$ cat src/rtl/pipe_stage_chain_pkg.sv
// Shared constants and helpers for the pipe_stage_chain register pipeline.
// Callers pass valid/flush vectors zero-padded to MaxDepth bits.
package pipe_stage_chain_pkg;

    localparam int unsigned MaxDepth = 8;
    localparam int unsigned MaxWidth = 128;
    localparam int unsigned PopW     = $clog2(MaxDepth + 1);

    function automatic logic [PopW-1:0] popcount(input logic [MaxDepth-1:0] v);
        logic [PopW-1:0] n;
        n = '0;
        for (int i = 0; i < int'(MaxDepth); i++) begin
            n = n + PopW'(v[i]);
        end
        return n;
    endfunction

endpackage

$ cat src/rtl/pipe_stage_chain_cell.sv
// One pipeline stage: valid bit plus payload register with load/kill control.
// Load wins over kill so a flushed stage can take a new occupant in the same cycle.
module pipe_stage_cell #(
    parameter int unsigned WIDTH = 32
) (
    input  logic             clk,
    input  logic             reset,
    input  logic             load_i,
    input  logic             kill_i,
    input  logic [WIDTH-1:0] data_i,
    output logic             valid_o,
    output logic             next_valid_o,
    output logic [WIDTH-1:0] data_o
);

    logic             valid_q, valid_d;
    logic [WIDTH-1:0] data_q, data_d;

    always_comb begin
        valid_d = valid_q;
        data_d  = data_q;
        if (load_i) begin
            valid_d = 1'b1;
            data_d  = data_i;
        end else if (kill_i) begin
            valid_d = 1'b0;
        end
    end

    always_ff @(posedge clk or posedge reset) begin
        if (reset) begin
            valid_q <= 1'b0;
            data_q  <= '0;
        end else begin
            valid_q <= valid_d;
            data_q  <= data_d;
        end
    end

    assign valid_o      = valid_q;
    assign next_valid_o = valid_d;
    assign data_o       = data_q;

endmodule

$ cat src/rtl/pipe_stage_chain.sv
// Elastic register chain with per-stage flush, bubble collapse and a saturating drop counter.
// Ready propagates combinationally from the last stage back to stage 0.
module pipe_stage_chain
    import pipe_stage_chain_pkg::*;
#(
    parameter int unsigned WIDTH = 32,
    parameter int unsigned DEPTH = 4,
    parameter int unsigned CNT_W = 16
) (
    input  logic                       clk,
    input  logic                       reset,
    input  logic                       in_valid,
    input  logic [WIDTH-1:0]           in_data,
    output logic                       in_ready,
    output logic                       out_valid,
    output logic [WIDTH-1:0]           out_data,
    input  logic                       out_ready,
    input  logic [DEPTH-1:0]           flush,
    output logic [DEPTH-1:0]           stage_valid,
    output logic [$clog2(DEPTH+1)-1:0] occupancy,
    output logic [CNT_W-1:0]           drop_count
);

    localparam int unsigned OccW = $clog2(DEPTH + 1);
    localparam int unsigned SumW = CNT_W + PopW;

    logic [DEPTH-1:0] valid;
    logic [DEPTH-1:0] valid_nxt;
    logic [DEPTH-1:0] live;
    logic [DEPTH-1:0] adv;
    logic [DEPTH-1:0] can_load;
    logic [DEPTH-1:0] load;
    logic [DEPTH-1:0] kill;
    logic [WIDTH-1:0] data [DEPTH];

    // Walk from the oldest stage back so each can_load sees its successor's decision.
    always_comb begin
        live     = valid & ~flush;
        adv      = '0;
        can_load = '0;
        adv[DEPTH-1]      = live[DEPTH-1] & out_ready;
        can_load[DEPTH-1] = ~valid[DEPTH-1] | flush[DEPTH-1] | adv[DEPTH-1];
        for (int i = int'(DEPTH) - 2; i >= 0; i--) begin
            adv[i]      = live[i] & can_load[i+1];
            can_load[i] = ~valid[i] | flush[i] | adv[i];
        end
        load    = '0;
        load[0] = in_valid & can_load[0];
        for (int i = 1; i < int'(DEPTH); i++) begin
            load[i] = adv[i-1];
        end
        kill = flush | adv;
    end

    for (genvar g = 0; g < int'(DEPTH); g++) begin : g_stage
        logic [WIDTH-1:0] din;
        if (g == 0) begin : g_head
            assign din = in_data;
        end else begin : g_body
            assign din = data[g-1];
        end
        pipe_stage_cell #(
            .WIDTH(WIDTH)
        ) u_cell (
            .clk         (clk),
            .reset       (reset),
            .load_i      (load[g]),
            .kill_i      (kill[g]),
            .data_i      (din),
            .valid_o     (valid[g]),
            .next_valid_o(valid_nxt[g]),
            .data_o      (data[g])
        );
    end

    logic [OccW-1:0]     occ_q, occ_d;
    logic [CNT_W-1:0]    drop_q, drop_d;
    logic [MaxDepth-1:0] nv_pad;
    logic [MaxDepth-1:0] dv_pad;
    logic [SumW-1:0]     drop_sum;

    always_comb begin
        nv_pad             = '0;
        nv_pad[DEPTH-1:0]  = valid_nxt;
        dv_pad             = '0;
        dv_pad[DEPTH-1:0]  = flush & valid;
        occ_d              = OccW'(popcount(nv_pad));
        drop_sum           = {{PopW{1'b0}}, drop_q} + SumW'(popcount(dv_pad));
        drop_d             = (|drop_sum[SumW-1:CNT_W]) ? '1 : drop_sum[CNT_W-1:0];
    end

    always_ff @(posedge clk or posedge reset) begin
        if (reset) begin
            occ_q  <= '0;
            drop_q <= '0;
        end else begin
            occ_q  <= occ_d;
            drop_q <= drop_d;
        end
    end

    assign in_ready    = can_load[0];
    assign out_valid   = live[DEPTH-1];
    assign out_data    = data[DEPTH-1];
    assign stage_valid = valid;
    assign occupancy   = occ_q;
    assign drop_count  = drop_q;

endmodule

$ cat config.mk
export PLATFORM = sky130hd
export DESIGN_NAME = pipe_stage_chain
export DESIGN_NICKNAME = d
export VERILOG_FILES = /design/src/rtl/pipe_stage_chain_pkg.sv /design/src/rtl/pipe_stage_chain_cell.sv /design/src/rtl/pipe_stage_chain.sv
export SDC_FILE = /design/constraint.sdc
export NUM_CORES = 1
export LEC_CHECK = 0
export CAP_MARGIN = 20
export CORE_MARGIN = 4
export CORE_UTILIZATION = 53
export DETAILED_ROUTE_END_ITERATION = 7
export HOLD_SLACK_MARGIN = 0.15
export PLACE_DENSITY = 0.85
export SYNTH_ARGS = -nofsm -noshare
export SYNTH_HDL_FRONTEND = slang
export SYNTH_SLANG_ARGS = --single-unit
$ cat constraint.sdc
create_clock -name clk -period 6.4 [get_ports clk]
set_input_delay 1.28 -clock clk [delete_from_list [all_inputs] [get_ports clk]]
set_output_delay 1.28 -clock clk [all_outputs]
set_load 0.02 [all_outputs]
==> flow_summary.yaml <==
timing:
  drv_slew: 0
  maxSlewHeadroom_pct: 27.8
  fin_ws_ns: 1.78
  period_share_pct: 72.2
  hold_violations: 0
  worstMarginPinSlew_ns: 1.08
  layout_min_cycle_time_ns: 4.62
  setup-tns-final_ns: 0
  rsz0062_at_grt: "false"
  finClkSkew_ns: 0.00604
  finalSetupViolCount: 0
  clock.fmax_ghz: 0.217
critical_path:
  endpoint: "in_ready"
  critPathRequiredTime_ns: 5.12
  critical_path.top_delay_family: "buffers and inverters"
  reg2reg_depth: 9
  regToRegSetupSlack_ns: 3.37
  r2r_end: "drop_count[15]"
  cpMaxStageDelayCell: "nor3b_1"
  critPathMaxStageDelay_ns: 0.73
  worst_ep_arrival_time_ns: 3.34
  startpoint: "flush[3]"
  critPathKind: "in2out"
  crit_buf_inv: 2
  cp.depth: 4
  path_cells: "clkdlybuf4s50_1, nor3b_1, nand3_1, clkdlybuf4s50_1"
  worstSetupEndpointType: "primary output"
  cpMostUsedCell: "clkdlybuf4s50_1"
  crit_fanout: 4
  start_kind: "input pin"
  r2r-start: "g_stage[0].u_cell.valid_o"
detailed_routing:
  dr.pass1.iters: 6
  route.detailed.drc: 0
  via_per_inst: 5.41
  routedWlPerCell_um: 18.4
  ant_nets: 0
  vias: 3493
  first_iter_violations: 207
  routed_wl_mm: 11.9
final_layout:
  finalNetCount: 540
  drive_gt1_share_pct: 33.8
  antenna_cells: 0
  final_cell_area_sq_um: 7790
  area_growth_pct: 27.5
place:
  pre_cts_slack_ns: 1.80
  placed_area_sq_um: 7160
  detailed_place_hpwl_mm: 7.30
  gp_congestion: 0.871
  io_buffers: 96
logic_synthesis:
  syn_avg_cell_area_sq_um: 15.5
  ys_seq_area_share_pct: 61.8
  synth_top_area_share_pct: 61.8
  syn-cell-area_sq_um: 6110
  synth_edf_count: 0
  synthArstFlopShare_pct: 100
  yosys.area.top_type: "dfrtp_1"
  synth_seq_cells: 151
  yosys-top-cells-area: "dfrtp_1, mux2_2, mux2_4, fa_1, buf_6"
  syn_nets: 441
  synthMostInstantiatedCell: "dfrtp_1"
  syn_inst: 394
  ys.warnings.count: 0
  synth_cell_types: 31
  ys.flop_type: "dfrtp_1"
  synthTopCellsByCount: "dfrtp_1, mux2_2, mux2_4"
clocking:
  cts_inserted_buffers: 17
  path_clk_slew_ns: 0.06
  clockBufferDepth: 2
  ctsResizeCount: 0
  cts_hold_buf: 0
  root_buffer: "clkbuf_16"
  post_cts_buffers: 0
  cts_sinks: 151
  clk_latency_ns: 0.41
  cts_tree: "done"
  htree_levels: 4
grt:
  grt_max_degree: 91
  grt_usage_pct: 19.5
  gr-total-overflow: 0
  grt_pass1_wl_mm: 19.5
  grt_pass1_vias: 3816
  antenna_found_initial: 0
power:
  power.switching_uw: 842
  power_switching_share_pct: 26.6
  vdd_drop_max_mv: 0.404
  pwr-share-comb_pct: 24.0
  power.internal_uw: 2320
  p_leak_uw: 0.00341
  seq_power_share_pct: 42.6
  power_uw: 3170
  p_per_area_nw_per_um2: 406
  clockPowerShare_pct: 33.4
run:
  max_cap_viol_count: 0
die:
  die_w_um: 115
  ioPinCount: 97
  die_y_um: 115
  rows: 38
  core_area_sq_um: 11100
  initial_utilization_pct: 55.2
  die_area_sq_um: 13300
worst_hold_path:
  worstHoldPathType: "reg2reg"
run_status:
  outcome: "finished clean"
## metal layers
layer / GRT usage [%] / vias up / routed length (um)
li1: - / 1583 / -
met1: 23.7 / 1809 / 5020
met2: 32.9 / 82 / 6230
met3: 4.84 / 19 / 462
met4: 8.69 / 0 / 201
met5: 0 / - / 0
## sequential cells by signal (all words and copies together), names as in the netlist
register,count
g_stage.u_cell.valid_o,4
occupancy,3
g_stage.u_cell.data_o,128
drop_count,16
## worst reg2reg max path: cells and delay by family, from the launching register on
family          cells  cell delay, ns
fa+ha+maj           3            1.18
simple gates        4            1.09
flops               1            0.42
compound gates      1            0.19
buf+inv             1            0.08
## through the flow
| step | instances | hold WS [ns] | utilization (%) |
|---|---|---|---|
| after floorplan | 394 | 0.474 | - |
| after global placement | 614 | 0.483 | 64.6 |
| after detailed placement | 614 | 0.488 | 64.6 |
| after CTS | 646 | 0.503 | 70.4 |
| after global routing | 646 | 0.508 | 70.4 |
| final | 646 | 0.498 | 70.4 |
## how the worst min path moves through the flow
| stage | slack [ns] | endpoint | start | cells after the start |
|---|---|---|---|---|
| 6_report | 0.50 | g_stage[1].u_cell.data_o[28] | g_stage[0].u_cell.data_o[28] | 1 |
| 5_1_grt | 0.51 | g_stage[2].u_cell.data_o[29] | g_stage[2].u_cell.data_o[29] | 1 |
| 4_1_cts | 0.50 | g_stage[3].u_cell.data_o[15] | g_stage[2].u_cell.data_o[15] | 1 |
| 3_5_place_dp | 0.49 | g_stage[1].u_cell.data_o[15] | g_stage[0].u_cell.data_o[15] | 1 |
| 3_3_place_gp | 0.48 | g_stage[3].u_cell.data_o[17] | g_stage[2].u_cell.data_o[17] | 1 |
| 2_1_floorplan | 0.47 | g_stage[0].u_cell.data_o[29] | g_stage[0].u_cell.data_o[29] | 1 |
## cells by family (layout without fill, tap and decap cells)
group           after synthesis  after routing  synth area share (%)
mux                         131            131                  26.0
flops                       151            151                  61.8
buf+inv                      29            141                  2.95
fa+ha+maj                     7              7                  1.92
xor+xnor                      4              4                 0.573
compound gates               20             20                  1.94
simple gates                 52             52                  4.83
## power by group through the flow
stage	sequential, uW	combinational, uW	clock [uW]
6_report	1350	759	1060
5_1_grt	1380	818	1120
4_1_cts	1350	773	1080
3_5_place_dp	1360	764	0
3_3_place_gp	1340	743	0
2_1_floorplan	1460	304	0
## final cells by class
class / instances / area [sq um]
clock buffers: 24 / 492
inverters: 10 / 42.5
fillers: 729 / 3280
repair buffers: 99 / 983
well taps: 140 / 175
multi-input cells: 214 / 2180
clock inverters: 8 / 143
flip-flops and latches: 151 / 3780
## placed cells by master, fill, tap and decap left out, types with 4 or more instances in the layout
master / Yosys / final
nor2b_1: 4 / 4
a31oi_1: 5 / 5
dfrtp_1: 151 / 151
clkdlybuf4s50_1: 0 / 96
nand3_1: 5 / 5
a21oi_1: 8 / 7
clkbuf_16: 0 / 17
mux2_4: 30 / 30
nand2_1: 17 / 16
and4_1: 5 / 5
bufinv_16: 0 / 4
o21ai_0: 5 / 5
nand2b_1: 6 / 6
fa_1: 4 / 4
clkbuf_8: 0 / 4
inv_1: 10 / 9
and3_1: 4 / 4
mux2_2: 101 / 101
Power figures use the tool's default switching activity.
